File: config.mk
export PLATFORM = sky130hd
export DESIGN_NAME = uart_tx_frame
export DESIGN_NICKNAME = d
export VERILOG_FILES = /design/src/rtl/uart_pkg.sv /design/src/rtl/uart_tx_fsm.sv /design/src/rtl/uart_tx_frame.sv
export SDC_FILE = /design/constraint.sdc
export NUM_CORES = 1
export LEC_CHECK = 0
export ABC_AREA = 0
export CORE_AREA = 8 8 46 57
export CTS_CLUSTER_DIAMETER = 30
export DETAILED_ROUTE_END_ITERATION = 10
export DIE_AREA = 0 0 54 65
export DONT_BUFFER_PORTS = 1
export GPL_TIMING_DRIVEN = 0
export MAX_ROUTING_LAYER = met4
export PLACE_DENSITY = 0.72
export RECOVER_POWER = 50
export SYNTH_ARGS = -nofsm -noshare
export SYNTH_HDL_FRONTEND = slang
export SYNTH_SLANG_ARGS = --single-unit
File: constraint.sdc
create_clock -name clk -period 1.3 [get_ports clk]
set_input_delay 0.26 -clock clk [delete_from_list [all_inputs] [get_ports clk]]
set_output_delay 0.26 -clock clk [all_outputs]
set_load 0.02 [all_outputs]
File: src/rtl/uart_pkg.sv
// Shared UART definitions: default payload width, transmit FSM state
// encoding and the parity helper also used by the receive parity checker.
package uart_pkg;

    localparam int unsigned DEF_DATA_WIDTH = 8;

    // Widest payload the parity helper accepts; narrower payloads are
    // zero-extended, which leaves the XOR reduction unchanged.
    localparam int unsigned PAR_MAX_W = 64;

    typedef enum logic [2:0] {
        IDLE   = 3'd0,
        START  = 3'd1,
        DATA   = 3'd2,
        PARITY = 3'd3,
        STOP   = 3'd4
    } tx_state_e;

    // typ=1: parity = ^data, typ=0: parity = ~^data
    function automatic logic par_bit(input logic [PAR_MAX_W-1:0] data,
                                     input logic                 typ);
        return typ ? (^data) : (~^data);
    endfunction

endpackage

File: src/rtl/uart_tx_fsm.sv
// Transmit sequencer: frame state register, data bit counter, busy/ready.
// UART_TX_BUF_EN selects ready from the holding-buffer occupancy.
module uart_tx_fsm
    import uart_pkg::*;
#(
    parameter int unsigned DATA_WIDTH = DEF_DATA_WIDTH,
    parameter int unsigned CNT_W      = 3
) (
    input  logic             clk,
    input  logic             rst,
    input  logic             go,
    input  logic             par_en,
    input  logic             buf_full,
    output tx_state_e        state,
    output logic [CNT_W-1:0] cnt,
    output logic             busy,
    output logic             ready
);

    localparam logic [CNT_W-1:0] CNT_LAST = CNT_W'(DATA_WIDTH - 1);

    tx_state_e        state_q, state_d;
    logic [CNT_W-1:0] cnt_q, cnt_d;
    logic             busy_q, busy_d;

    // Next-state and bit counter sequencing through the frame
    always_comb begin
        state_d = state_q;
        cnt_d   = cnt_q;
        case (state_q)
            IDLE: begin
                cnt_d = '0;
                if (go) state_d = START;
            end
            START: begin
                cnt_d   = '0;
                state_d = DATA;
            end
            DATA: begin
                if (cnt_q == CNT_LAST) begin
                    cnt_d   = '0;
                    state_d = par_en ? PARITY : STOP;
                end else begin
                    cnt_d = cnt_q + 1'b1;
                end
            end
            PARITY: state_d = STOP;
            STOP:   state_d = go ? START : IDLE;
            default: begin
                state_d = IDLE;
                cnt_d   = '0;
            end
        endcase
    end

    // tx_out lags the state by one register, so busy lags it identically
    always_comb begin
        busy_d = (state_q != IDLE);
    end

    // Request acceptance window
    always_comb begin
`ifdef UART_TX_BUF_EN
        ready = ~buf_full;
`else
        // Also low in the single cycle between accept and the start bit,
        // before busy has risen, so a second request cannot slip in.
        ready = ~buf_full & ~busy_q & (state_q == IDLE);
`endif
    end

    // State, counter and busy registers
    always_ff @(posedge clk) begin
        if (rst) begin
            state_q <= IDLE;
            cnt_q   <= '0;
            busy_q  <= 1'b0;
        end else begin
            state_q <= state_d;
            cnt_q   <= cnt_d;
            busy_q  <= busy_d;
        end
    end

    assign state = state_q;
    assign cnt   = cnt_q;
    assign busy  = busy_q;

endmodule

File: src/rtl/uart_tx_frame.sv
// UART frame serializer: start(0), data LSB first, optional parity, stop(1).
// Define UART_TX_BUF_EN for a one-entry holding buffer giving back-to-back
// frames; undefined, requests while busy are ignored.
module uart_tx_frame
    import uart_pkg::*;
#(
    parameter int unsigned DATA_WIDTH = DEF_DATA_WIDTH
) (
    input  logic                  clk,
    input  logic                  rst,
    input  logic [DATA_WIDTH-1:0] p_data,
    input  logic                  data_valid,
    input  logic                  PAR_en,
    input  logic                  PAR_typ,
    output logic                  tx_out,
    output logic                  busy,
    output logic                  ready
);

    localparam int unsigned CNT_W = (DATA_WIDTH > 1) ? $clog2(DATA_WIDTH) : 1;

    tx_state_e             state;
    logic [CNT_W-1:0]      cnt;
    logic                  accept;
    logic                  go;
    logic                  buf_full;

    logic [DATA_WIDTH-1:0] data_q, data_d;
    logic                  par_en_q, par_en_d;
    logic                  par_typ_q, par_typ_d;
    logic                  tx_out_q, tx_out_d;

    assign accept = data_valid & ready;

`ifdef UART_TX_BUF_EN
    logic [DATA_WIDTH-1:0] buf_data_q, buf_data_d;
    logic                  buf_en_q, buf_en_d;
    logic                  buf_typ_q, buf_typ_d;
    logic                  buf_full_q, buf_full_d;

    // A frame launches from IDLE or from STOP; a buffered payload has
    // priority over the live request.
    assign go       = ((state == IDLE) || (state == STOP)) && (buf_full_q || accept);
    assign buf_full = buf_full_q;

    // Active-frame latch and holding buffer update
    always_comb begin
        data_d     = data_q;
        par_en_d   = par_en_q;
        par_typ_d  = par_typ_q;
        buf_data_d = buf_data_q;
        buf_en_d   = buf_en_q;
        buf_typ_d  = buf_typ_q;
        buf_full_d = buf_full_q;
        if (go) begin
            if (buf_full_q) begin
                data_d     = buf_data_q;
                par_en_d   = buf_en_q;
                par_typ_d  = buf_typ_q;
                buf_full_d = 1'b0;
            end else begin
                data_d    = p_data;
                par_en_d  = PAR_en;
                par_typ_d = PAR_typ;
            end
        end
        // An accept that is not launched straight into the frame lands in
        // the buffer; this covers the same-edge drain-and-refill case.
        if (accept && !(go && !buf_full_q)) begin
            buf_data_d = p_data;
            buf_en_d   = PAR_en;
            buf_typ_d  = PAR_typ;
            buf_full_d = 1'b1;
        end
    end

    // Holding buffer registers
    always_ff @(posedge clk) begin
        if (rst) begin
            buf_data_q <= '0;
            buf_en_q   <= 1'b0;
            buf_typ_q  <= 1'b0;
            buf_full_q <= 1'b0;
        end else begin
            buf_data_q <= buf_data_d;
            buf_en_q   <= buf_en_d;
            buf_typ_q  <= buf_typ_d;
            buf_full_q <= buf_full_d;
        end
    end
`else
    assign go       = (state == IDLE) && accept;
    assign buf_full = 1'b0;

    // Active-frame latch, loaded only on accept from IDLE
    always_comb begin
        data_d    = data_q;
        par_en_d  = par_en_q;
        par_typ_d = par_typ_q;
        if (go) begin
            data_d    = p_data;
            par_en_d  = PAR_en;
            par_typ_d = PAR_typ;
        end
    end
`endif

    uart_tx_fsm #(
        .DATA_WIDTH (DATA_WIDTH),
        .CNT_W      (CNT_W)
    ) u_fsm (
        .clk      (clk),
        .rst      (rst),
        .go       (go),
        .par_en   (par_en_q),
        .buf_full (buf_full),
        .state    (state),
        .cnt      (cnt),
        .busy     (busy),
        .ready    (ready)
    );

    // Serial line value selected by the current frame position
    always_comb begin
        tx_out_d = 1'b1;
        case (state)
            IDLE:    tx_out_d = 1'b1;
            START:   tx_out_d = 1'b0;
            DATA:    tx_out_d = data_q[cnt];
            PARITY:  tx_out_d = par_bit(PAR_MAX_W'(data_q), par_typ_q);
            STOP:    tx_out_d = 1'b1;
            default: tx_out_d = 1'b1;
        endcase
    end

    // Active-frame config and registered line output
    always_ff @(posedge clk) begin
        if (rst) begin
            data_q    <= '0;
            par_en_q  <= 1'b0;
            par_typ_q <= 1'b0;
            tx_out_q  <= 1'b1;
        end else begin
            data_q    <= data_d;
            par_en_q  <= par_en_d;
            par_typ_q <= par_typ_d;
            tx_out_q  <= tx_out_d;
        end
    end

    assign tx_out = tx_out_q;

endmodule

==> impl_metrics.json <==
{
  "n_antenna_cell": 0,
  "dieArea_sq_um": 3510,
  "remaining_drc_errors": 0,
  "synth_top_family_by_area": "multiplexers",
  "p_leak_nw": 0.415,
  "ys_ff_latch": 18,
  "routedWlPerCell_microns": 14.8,
  "grt_max_degree": 11,
  "cts_tree": "built",
  "die_h_microns": 65,
  "synth_compound_area_share_pct": 9.43,
  "synthArstFlopShare_pct": 0,
  "status": "complete, but fails checks",
  "tns_ns": -0.159,
  "final_cell_mix": "nor2_1, mux2i_1, dfxtp_1",
  "cap_violations": 0,
  "clockBufferDepth": 2,
  "cp_slowest_cell": "mux4_2",
  "p_total_mw": 1.18,
  "crit_arrival_ns": 1.57,
  "slew_violations": 0,
  "port-buffer-count": 0,
  "path_cells": "buf_6 -> mux4_2 -> o2111ai_2 -> o311ai_2",
  "overflow": 0,
  "cp_num_cells": 4,
  "syn_nets": 108,
  "slowest_delay_ns": 0.49,
  "cpLargestDelayFamily": "multiplexers",
  "startpoint_type": "flip-flop",
  "finalHoldViolCount": 0,
  "syn_inst": 93,
  "synth_edf_count": 0,
  "syn_area_sq_um": 902,
  "setup_viol": 2,
  "chipWidth_microns": 54,
  "failed_checks": "negative setup slack",
  "hold_class": "input pin to flip-flop",
  "syn_to_final_growth_pct": 13.6,
  "htreeDepth": 1,
  "cts_root_buf": "clkbuf_4",
  "final_nets": 114,
  "cts.sink_count": 18,
  "dpl_cell_area_sq_um": 932,
  "cts_buffers": 3,
  "placed_cells": 112,
  "dpl.hpwl_microns": 1290,
  "holdPathStages": 2,
  "routed_via_density": 5.86,
  "fin_area_sq_um": 1020,
  "synth.distinct_cells": 26,
  "synth-xor-area-share_pct": 8.46,
  "synthMuxAreaShare_pct": 18.0,
  "io_pins": 16,
  "gp_congestion": 0.794,
  "drive_above_1_share_pct": 24.7,
  "cts_hold_buf": 0,
  "core-area_sq_um": 1740,
  "drtAntennaViolNets": 0,
  "cp_max_fo": 2,
  "clk_latency_ns": 0.29,
  "finalNonFillerCells": 116,
  "drt_first_pass_iters": 3,
  "grtUsageTotal_pct": 11.1,
  "crit_path_end_kind": "flip-flop",
  "setup_ws_ns": -0.0971,
  "avgSynthCellArea_sq_um": 9.70,
  "synthAdderAreaFrac_pct": 2.77,
  "wirelength_microns": 1720,
  "required_ns": 1.47,
  "grt_pass1_vias": 717,
  "relSlewSlack_pct": 69.8,
  "drtIter0Drc": 6,
  "hold-worst-slack_ns": 0.106,
  "path_buf_inv": 1,
  "vdd_drop_max_uv": 779,
  "synth_seq_area_share_pct": 39.9,
  "min_period_over_period_pct": 107,
  "max_freq_mhz": 716,
  "p_per_area_nw_per_um2": 1150,
  "clock_skew_ns": 0.00386,
  "min_period_ns": 1.40,
  "path_clk_slew_ns": 0.09,
  "grt_pass1_wl_microns": 2930,
  "rows": 17,
  "initial_utilization_pct": 51.7,
  "antenna_found_initial": 0,
  "worst-r2r-cell-count": 4,
  "worst_slew_pin_slew_ns": 0.453,
  "final_common_cell": "nor2_1",
  "vias": 680,
  "yosys_most_used_dff": "dfxtp_1",
  "critPathKind": "flip-flop to flip-flop",
  "rsz0062_at_grt": "true",
  "fin_util_pct": 58.8,
  "post-place-ws_ns": -0.138,
  "yosysWarnings": 0,
  "synthSimpleGateAreaFrac_pct": 15.8
}
[final cells by class]
class | count | area [sq um]
Buffer | 5 | 37.5
Clock buffer | 3 | 22.5
Fill cell | 166 | 719
Inverter | 3 | 11.3
Multi-Input combinational cell | 65 | 534
Sequential cell | 18 | 373
Tap cell | 19 | 23.8
Timing Repair Buffer | 3 | 22.5
[power by group]
group	leakage, nW	switching (mW)	internal [mW]
registers	0.151	0.0498	0.590
logic	0.251	0.123	0.150
clock network	0.0138	0.161	0.108
[metal layers]
layer / part of all wire [%] / vias to the layer above / wire (microns) / track usage (%)
li1: - / 332 / - / -
met2: 49 / 13 / 850 / 18.9
met1: 44 / 330 / 751 / 10.9
met4: 2.9 / 0 / 50 / 7.41
met5: 0 / - / 0 / -
met3: 3.9 / 5 / 67 / 2.05
[logic make-up after synthesis]
family,after synthesis
and+or+nand+nor,31
DFF,18
muxes,15
AOI/OAI and AO/OA,10
buffers and inverters,10
xor gates and xnor gates,7
adders and majority gates,2
[state kept, by name, summed over array words and instances (netlist names)]
name         count
tx_out           1
u_fsm.cnt        3
par_typ_q        1
data_q           8
par_en_q         1
u_fsm.busy       1
u_fsm.state      3
[cell usage after synthesis, drive strengths merged (2+ instances only)]
cell type  instances  area (sq um)
a21oi              3          15.0
a22oi              2          15.0
a2bb2oi            2          17.5
buf                4          26.3
clkbuf             3          12.5
dfxtp             18           360
ha                 2          25.0
inv                3          11.3
mux2i             14           140
nor2              19          71.3
nor3               5          25.0
nor4               2          12.5
xnor2              5          43.8
[timing repair]
| action | CTS | global route |
|---|---|---|
| setup endpoints to repair | 16 | 15 |
| endpoints found under the hold margin | 0 | 0 |
| gates resized for setup | 15 | 3 |
| pin swaps | 5 | 2 |
| cloned | 0 | 0 |
| setup buffers | 2 | 1 |
[path summary, 6_finish.rpt]
check / endpoint / start / slack, ns
worst max register to register: tx_out / u_fsm.cnt[1] / -0.1
worst max-delay path: tx_out / u_fsm.cnt[1] / -0.1
worst min-delay path: data_q[0] / p_data[0] / 0.11
worst min register to register: u_fsm.busy / u_fsm.state[0] / 0.51
Note: power is estimated with default switching activity, not from simulation.
